==> src/rtl/hazard_ctrl.sv <==
// Pipeline sequencer for the 5-stage core: stall/flush control, bypass selects and freeze/drain/halt FSM.
// Define HAZARD_PERF_EN to add the stallCnt/flushCnt/freezeCnt performance counters.
module hazard_ctrl #(
  parameter int REG_SIZE     = 5,
  parameter int DRAIN_CYCLES = 2
`ifdef HAZARD_PERF_EN
  , parameter int CNT_W      = 32
`endif
) (
  input  logic                clk,
  input  logic                reset,
  input  logic                validD,
  input  logic                validE,
  input  logic                validM,
  input  logic                validW,
  input  logic [REG_SIZE-1:0] raddr1D,
  input  logic [REG_SIZE-1:0] raddr2D,
  input  logic [REG_SIZE-1:0] raddr1E,
  input  logic [REG_SIZE-1:0] raddr2E,
  input  logic                branchD,
  input  logic                controllchangeD,
  input  logic [REG_SIZE-1:0] writeRegE,
  input  logic [REG_SIZE-1:0] writeRegM,
  input  logic [REG_SIZE-1:0] writeRegW,
  input  logic                regWriteE,
  input  logic                regWriteM,
  input  logic                regWriteW,
  input  logic                mem2regE,
  input  logic                mem2regM,
  input  logic                finishE,
  input  logic                memBusyM,
  output logic                stallF,
  output logic                stallD,
  output logic                flushD,
  output logic                flushE,
  output logic [1:0]          forward1,
  output logic [1:0]          forward2,
  output logic [1:0]          forward1E,
  output logic [1:0]          forward2E,
  output logic                halt,
  output logic [1:0]          state
`ifdef HAZARD_PERF_EN
  , output logic [CNT_W-1:0]  stallCnt,
  output logic [CNT_W-1:0]    flushCnt,
  output logic [CNT_W-1:0]    freezeCnt
`endif
);

  typedef enum logic [1:0] {RUN = 2'd0, FREEZE = 2'd1, DRAIN = 2'd2, HALT = 2'd3} state_t;

  localparam logic [1:0] FWD_NONE = 2'd0;
  localparam logic [1:0] FWD_M    = 2'd1;
  localparam logic [1:0] FWD_W    = 2'd2;
  localparam int         DW       = (DRAIN_CYCLES > 1) ? $clog2(DRAIN_CYCLES) : 1;
  localparam logic [DW-1:0] DRAIN_LAST = DW'(DRAIN_CYCLES - 1);

  // Register 0 is hardwired zero, so a write to it never produces a hazard or bypass.
  function automatic logic hit(input logic v, input logic rw,
                               input logic [REG_SIZE-1:0] wr, input logic [REG_SIZE-1:0] r);
    return v & rw & (wr != '0) & (wr == r);
  endfunction

  logic [REG_SIZE-1:0] src_d [2];
  logic [REG_SIZE-1:0] src_e [2];
  logic [1:0]          e_hit_d;
  logic [1:0]          m_hit_d;
  logic [1:0]          fwd_d [2];
  logic [1:0]          fwd_e [2];
  logic                load_use;
  logic                branch_haz;

  assign src_d[0] = raddr1D;
  assign src_d[1] = raddr2D;
  assign src_e[0] = raddr1E;
  assign src_e[1] = raddr2E;

  for (genvar gi = 0; gi < 2; gi++) begin : g_src
    assign e_hit_d[gi] = hit(validE, regWriteE, writeRegE, src_d[gi]);
    assign m_hit_d[gi] = hit(validM, regWriteM, writeRegM, src_d[gi]);
    // Decode never bypasses from W: the regfile writes on negedge, so D already sees it.
    assign fwd_d[gi] = (m_hit_d[gi] & ~mem2regM) ? FWD_M : FWD_NONE;
    assign fwd_e[gi] = (hit(validM, regWriteM, writeRegM, src_e[gi]) & ~mem2regM) ? FWD_M :
                       hit(validW, regWriteW, writeRegW, src_e[gi]) ? FWD_W : FWD_NONE;
  end

  assign load_use   = validD & (|e_hit_d) & mem2regE;
  assign branch_haz = validD & branchD & (|(e_hit_d | (m_hit_d & {2{mem2regM}})));

  state_t        state_reg, state_next;
  logic [DW-1:0] cnt_reg, cnt_next;
  logic          stall_f, stall_d, flush_d, flush_e;

  always_ff @(posedge clk or negedge reset) begin
    if (!reset) begin
      state_reg <= RUN;
      cnt_reg   <= '0;
    end else begin
      state_reg <= state_next;
      cnt_reg   <= cnt_next;
    end
  end

  always_comb begin
    state_next = state_reg;
    cnt_next   = cnt_reg;
    stall_f    = 1'b0;
    stall_d    = 1'b0;
    flush_d    = 1'b0;
    flush_e    = 1'b0;
    case (state_reg)
      RUN: begin
        if (memBusyM) begin
          state_next = FREEZE;
          stall_f    = 1'b1;
          stall_d    = 1'b1;
        end else if (finishE) begin
          state_next = DRAIN;
          cnt_next   = '0;
          stall_f    = 1'b1;
          flush_d    = 1'b1;
        end else if (load_use | branch_haz) begin
          // The redirect is dropped here; D re-presents it once the stall clears.
          stall_f = 1'b1;
          stall_d = 1'b1;
          flush_e = 1'b1;
        end else if (controllchangeD) begin
          flush_d = 1'b1;
        end
      end
      FREEZE: begin
        stall_f = 1'b1;
        stall_d = 1'b1;
        if (!memBusyM) state_next = RUN;
      end
      DRAIN: begin
        stall_f = 1'b1;
        stall_d = 1'b1;
        flush_e = 1'b1;
        if (!memBusyM) begin
          if (cnt_reg == DRAIN_LAST) state_next = HALT;
          else cnt_next = cnt_reg + 1'b1;
        end
      end
      HALT: begin
        stall_f = 1'b1;
        stall_d = 1'b1;
        flush_d = 1'b1;
        flush_e = 1'b1;
      end
      default: state_next = RUN;
    endcase
  end

  assign stallF    = reset & stall_f;
  assign stallD    = reset & stall_d;
  assign flushD    = ~reset | flush_d;
  assign flushE    = ~reset | flush_e;
  assign forward1  = reset ? fwd_d[0] : FWD_NONE;
  assign forward2  = reset ? fwd_d[1] : FWD_NONE;
  assign forward1E = reset ? fwd_e[0] : FWD_NONE;
  assign forward2E = reset ? fwd_e[1] : FWD_NONE;
  assign halt      = (state_reg == HALT);
  assign state     = state_reg;

`ifdef HAZARD_PERF_EN
  logic       run_free, hz_stall, cc_flush;
  logic [2:0] perf_ev;

  assign run_free = (state_reg == RUN) & ~memBusyM & ~finishE;
  assign hz_stall = run_free & (load_use | branch_haz);
  assign cc_flush = run_free & ~(load_use | branch_haz) & controllchangeD;
  assign perf_ev  = {state_reg == FREEZE, cc_flush, hz_stall};

  for (genvar gi = 0; gi < 3; gi++) begin : g_perf
    logic [CNT_W-1:0] cnt_reg;
    always_ff @(posedge clk or negedge reset) begin
      if (!reset) cnt_reg <= '0;
      else if (perf_ev[gi] && state_reg != HALT && !(&cnt_reg)) cnt_reg <= cnt_reg + 1'b1;
    end
  end

  assign stallCnt  = g_perf[0].cnt_reg;
  assign flushCnt  = g_perf[1].cnt_reg;
  assign freezeCnt = g_perf[2].cnt_reg;
`endif

endmodule

==> config.mk <==
export PLATFORM = sky130hd
export DESIGN_NAME = hazard_ctrl
export DESIGN_NICKNAME = d
export VERILOG_FILES = /design/src/rtl/hazard_ctrl.sv
export SDC_FILE = /design/constraint.sdc
export NUM_CORES = 1
export LEC_CHECK = 0
export CAP_MARGIN = 15
export CORE_MARGIN = 3
export CORE_UTILIZATION = 39
export CTS_CLUSTER_SIZE = 24
export DETAILED_ROUTE_END_ITERATION = 10
export GPL_TIMING_DRIVEN = 1
export PLACE_DENSITY = 0.91
export SLEW_MARGIN = 30
export SYNTH_ARGS = -nofsm -noshare
export SYNTH_HDL_FRONTEND = slang
export SYNTH_SLANG_ARGS = --single-unit
==> constraint.sdc <==
create_clock -name clk -period 4.7 [get_ports clk]
set_input_delay 0.47 -clock clk [delete_from_list [all_inputs] [get_ports clk]]
set_output_delay 0.47 -clock clk [all_outputs]
set_load 0.05 [all_outputs]
==> out/qor.csv <==
metric;value;unit
setup_tns;0;ns
commonest non-fill, non-tap cells in the layout;clkdlybuf4s50_1, xnor2_1, xor2_1;
Ant. Diodes;0;
CTS root buffer;clkbuf_4;
register area share after synthesis;7.75;%
Slew Viols, Final;0;
max reg flops;2;
drt pass-1 iters;4;
area post-placement;1580;sq um
GP Congestion;0.841;
status;finished, final reports clean;
Pwr per Cell Area;114;nW/um^2
RSZ-0062 raised after global routing;false;
Synth Area in Compound Gates;12.5;%
CTS Buffer Depth;2;
worst slew pin tran;0.540;ns
port buffer count;62;
largest family of logic cells by synthesized area;XOR/XNOR gates;
CP arrival;3.11;ns
Synth top area share;21.7;%
slew margin rel.;63.9;%
mean instance size in the synthesized netlist;7.51;sq um
TritonCTS Sinks;3;
vias post-DR;1157;
LEAKAGE;0.000593;uW
Area Overhead vs Synth;65.8;%
simple-gate share of the synthesized area;26.5;%
fin crit period;3.58;ns
CTS resizes;0;
adder-cell share of the synthesized area;7.75;%
largest net degree at the start of global routing;12;
DRT antenna net count;0;
worst vdd ir;0.108;mV
Hold Fails Final Rpt;0;
vias in the first global route;1216;
CP Launch Type;primary input;
Unique masters post-synth;35;
global router's overall resource usage;21.3;%
final wirelength;3360;microns
cts hold-fix bufs;0;
slowest CP cell;clkdlybuf4s50_1;
Fmax achieved;279;MHz
reg-to-reg startpoint;state[0];
Worst Path Buf+Inv;2;
Post CTS Setup Buffer Count;0;
Synth area leaders;xnor2_1, xor2_1, dfrtp_1, ha_1, nand3_1;
critical path cell sequence;clkdlybuf4s50_1 > or4_4 > o211ai_2 > or2_1 > nor4_1 > nor4_2 > clkdlybuf4s50_1;
# IOs;65;
Die Area;3120;sq um
first-pass GRT wire length;5460;microns
crit path capture type;primary output;
final period utilization;76.2;%
row count;17;
multiplexer share of the synthesized area;2.33;%
nets@finish;246;
number of max-cap violations;0;
Die W;55.8;microns
hpwl dp;2920;microns
R2R Setup Slk;3.01;ns
Post-route DRC;0;
DIE HEIGHT;55.8;microns
layout cells sized above 1;5.29;%
Worst Setup SP;writeRegM[1];
Core Footprint;2280;sq um
Stages on worst setup path;7;
Synth Area in XOR/XNOR;36.2;%
Starting Density;42.6;%
Synth Cell Area;968;sq um
post-DR vias/cell;5.33;
total chip power;184;uW
post-synthesis cell count;129;
Setup violations, final;0;
Final Skew;0.00395;ns
critical path peak fanout;5;
Seq cells post-synth;3;
most common cell after layout, fill and taps aside;clkdlybuf4s50_1;
critical path type;in2out;
cts bufs inserted;3;
cell taking the most area after synthesis;xnor2_1;
final instance area;1610;sq um
CTS tree;built;
worst hold path class;in2async;
worst skew pair latency;0.24;ns
CP top delay family;buffers and inverters;
FF-to-FF path depth;7;
DR iter-0 viols;27;
max incr delay on CP;0.84;ns
remaining global-route overflow;0;
Wirelength per Cell;15.5;microns
initial antenna violation count;0;
Yosys Warn Count;0;
clock slew at reported path FFs;0.04;ns
H-tree depth reported by CTS;1;
# fillers;170;
CP most frequent cell;clkdlybuf4s50_1;
Req. time, crit path;4.23;ns
-- synth_stat cells --
| master | number |
|---|---|
| nor2b_1 | 2 |
| nor4_1 | 2 |
| ha_1 | 6 |
| o211ai_1 | 1 |
| and2_1 | 1 |
| o21ai_0 | 4 |
| and2_2 | 1 |
| a32oi_1 | 1 |
| o2111ai_1 | 2 |
| o22ai_1 | 2 |
| or4_4 | 1 |
| or4_1 | 2 |
| a31o_2 | 1 |
| nand2b_1 | 2 |
| or2_1 | 1 |
| xor2_1 | 16 |
| nor3_1 | 6 |
| nor2_1 | 10 |
| nand2_1 | 6 |
| nor3b_1 | 1 |
| nand3_1 | 10 |
| a21oi_1 | 4 |
| dfrtp_1 | 3 |
| a31oi_1 | 1 |
| buf_2 | 3 |
| inv_1 | 4 |
| mux2_2 | 2 |
| conb_1 | 1 |
| o211ai_2 | 1 |
| o31ai_1 | 1 |
| buf_4 | 3 |
| xnor2_1 | 24 |
| and3_1 | 2 |
| nor4_2 | 1 |
| buf_6 | 1 |
-- per-layer routing --
layer  up-vias  share of wire [%]  GRT usage [%]
met2        43                 54           41.4
li1        560                  -              -
met1       544                 39           22.5
met5         -                  0              0
met3        10                3.9           2.78
met4         0                2.6           9.15
-- power by group --
| part | internal [uW] | total, uW | switching (uW) |
|---|---|---|---|
| combinational | 61.8 | 111 | 48.8 |
| clock | 31.9 | 46.9 | 15.0 |
| sequential | 26.0 | 26.0 | 0 |
| total | 120 | 184 | 63.8 |
-- through the flow --
step | utilization (%) | worst slack [ns] | hold slack (ns) | instances
after floorplan | - | 1.66 | 0.174 | 130
after global placement | 69.4 | 1.19 | 0.532 | 213
after detailed placement | 69.4 | 1.13 | 0.536 | 213
after CTS | 70.5 | 1.12 | 0.533 | 217
after global routing | 70.5 | 0.984 | 0.537 | 217
final | 70.5 | 1.12 | 0.524 | 217
-- cells by family after synthesis --
logic type,after synthesis
adder cells (fa/ha/maj),6
flip-flops,3
multiplexers,2
other,1
AO/OA/AOI/OAI,18
XOR/XNOR,40
buffers and inverters,11
AND/OR/NAND/NOR,48
-- path summary, 6_finish.rpt --
| kind | endpoint |
|---|---|
| worst max-delay path | forward2E[1] |
| worst min register to register | cnt_reg |
| worst min-delay path | state[1] |
| min in group clk | cnt_reg |
| worst max register to register | state[1] |
| max in group asynchronous | cnt_reg |
-- layout make-up --
| cell class | instances | area (sq um) | area share, % |
|---|---|---|---|
| sequential | 3 | 75.1 | 4.68 |
| timing repair buffer | 62 | 621 | 38.7 |
| multi-input combinational | 116 | 833 | 51.9 |
| tap | 28 | 35.0 | 2.18 |
| clock buffer | 4 | 26.3 | 1.64 |
| inverter | 4 | 15.0 | 0.935 |
Power figures use the tool's default switching activity.
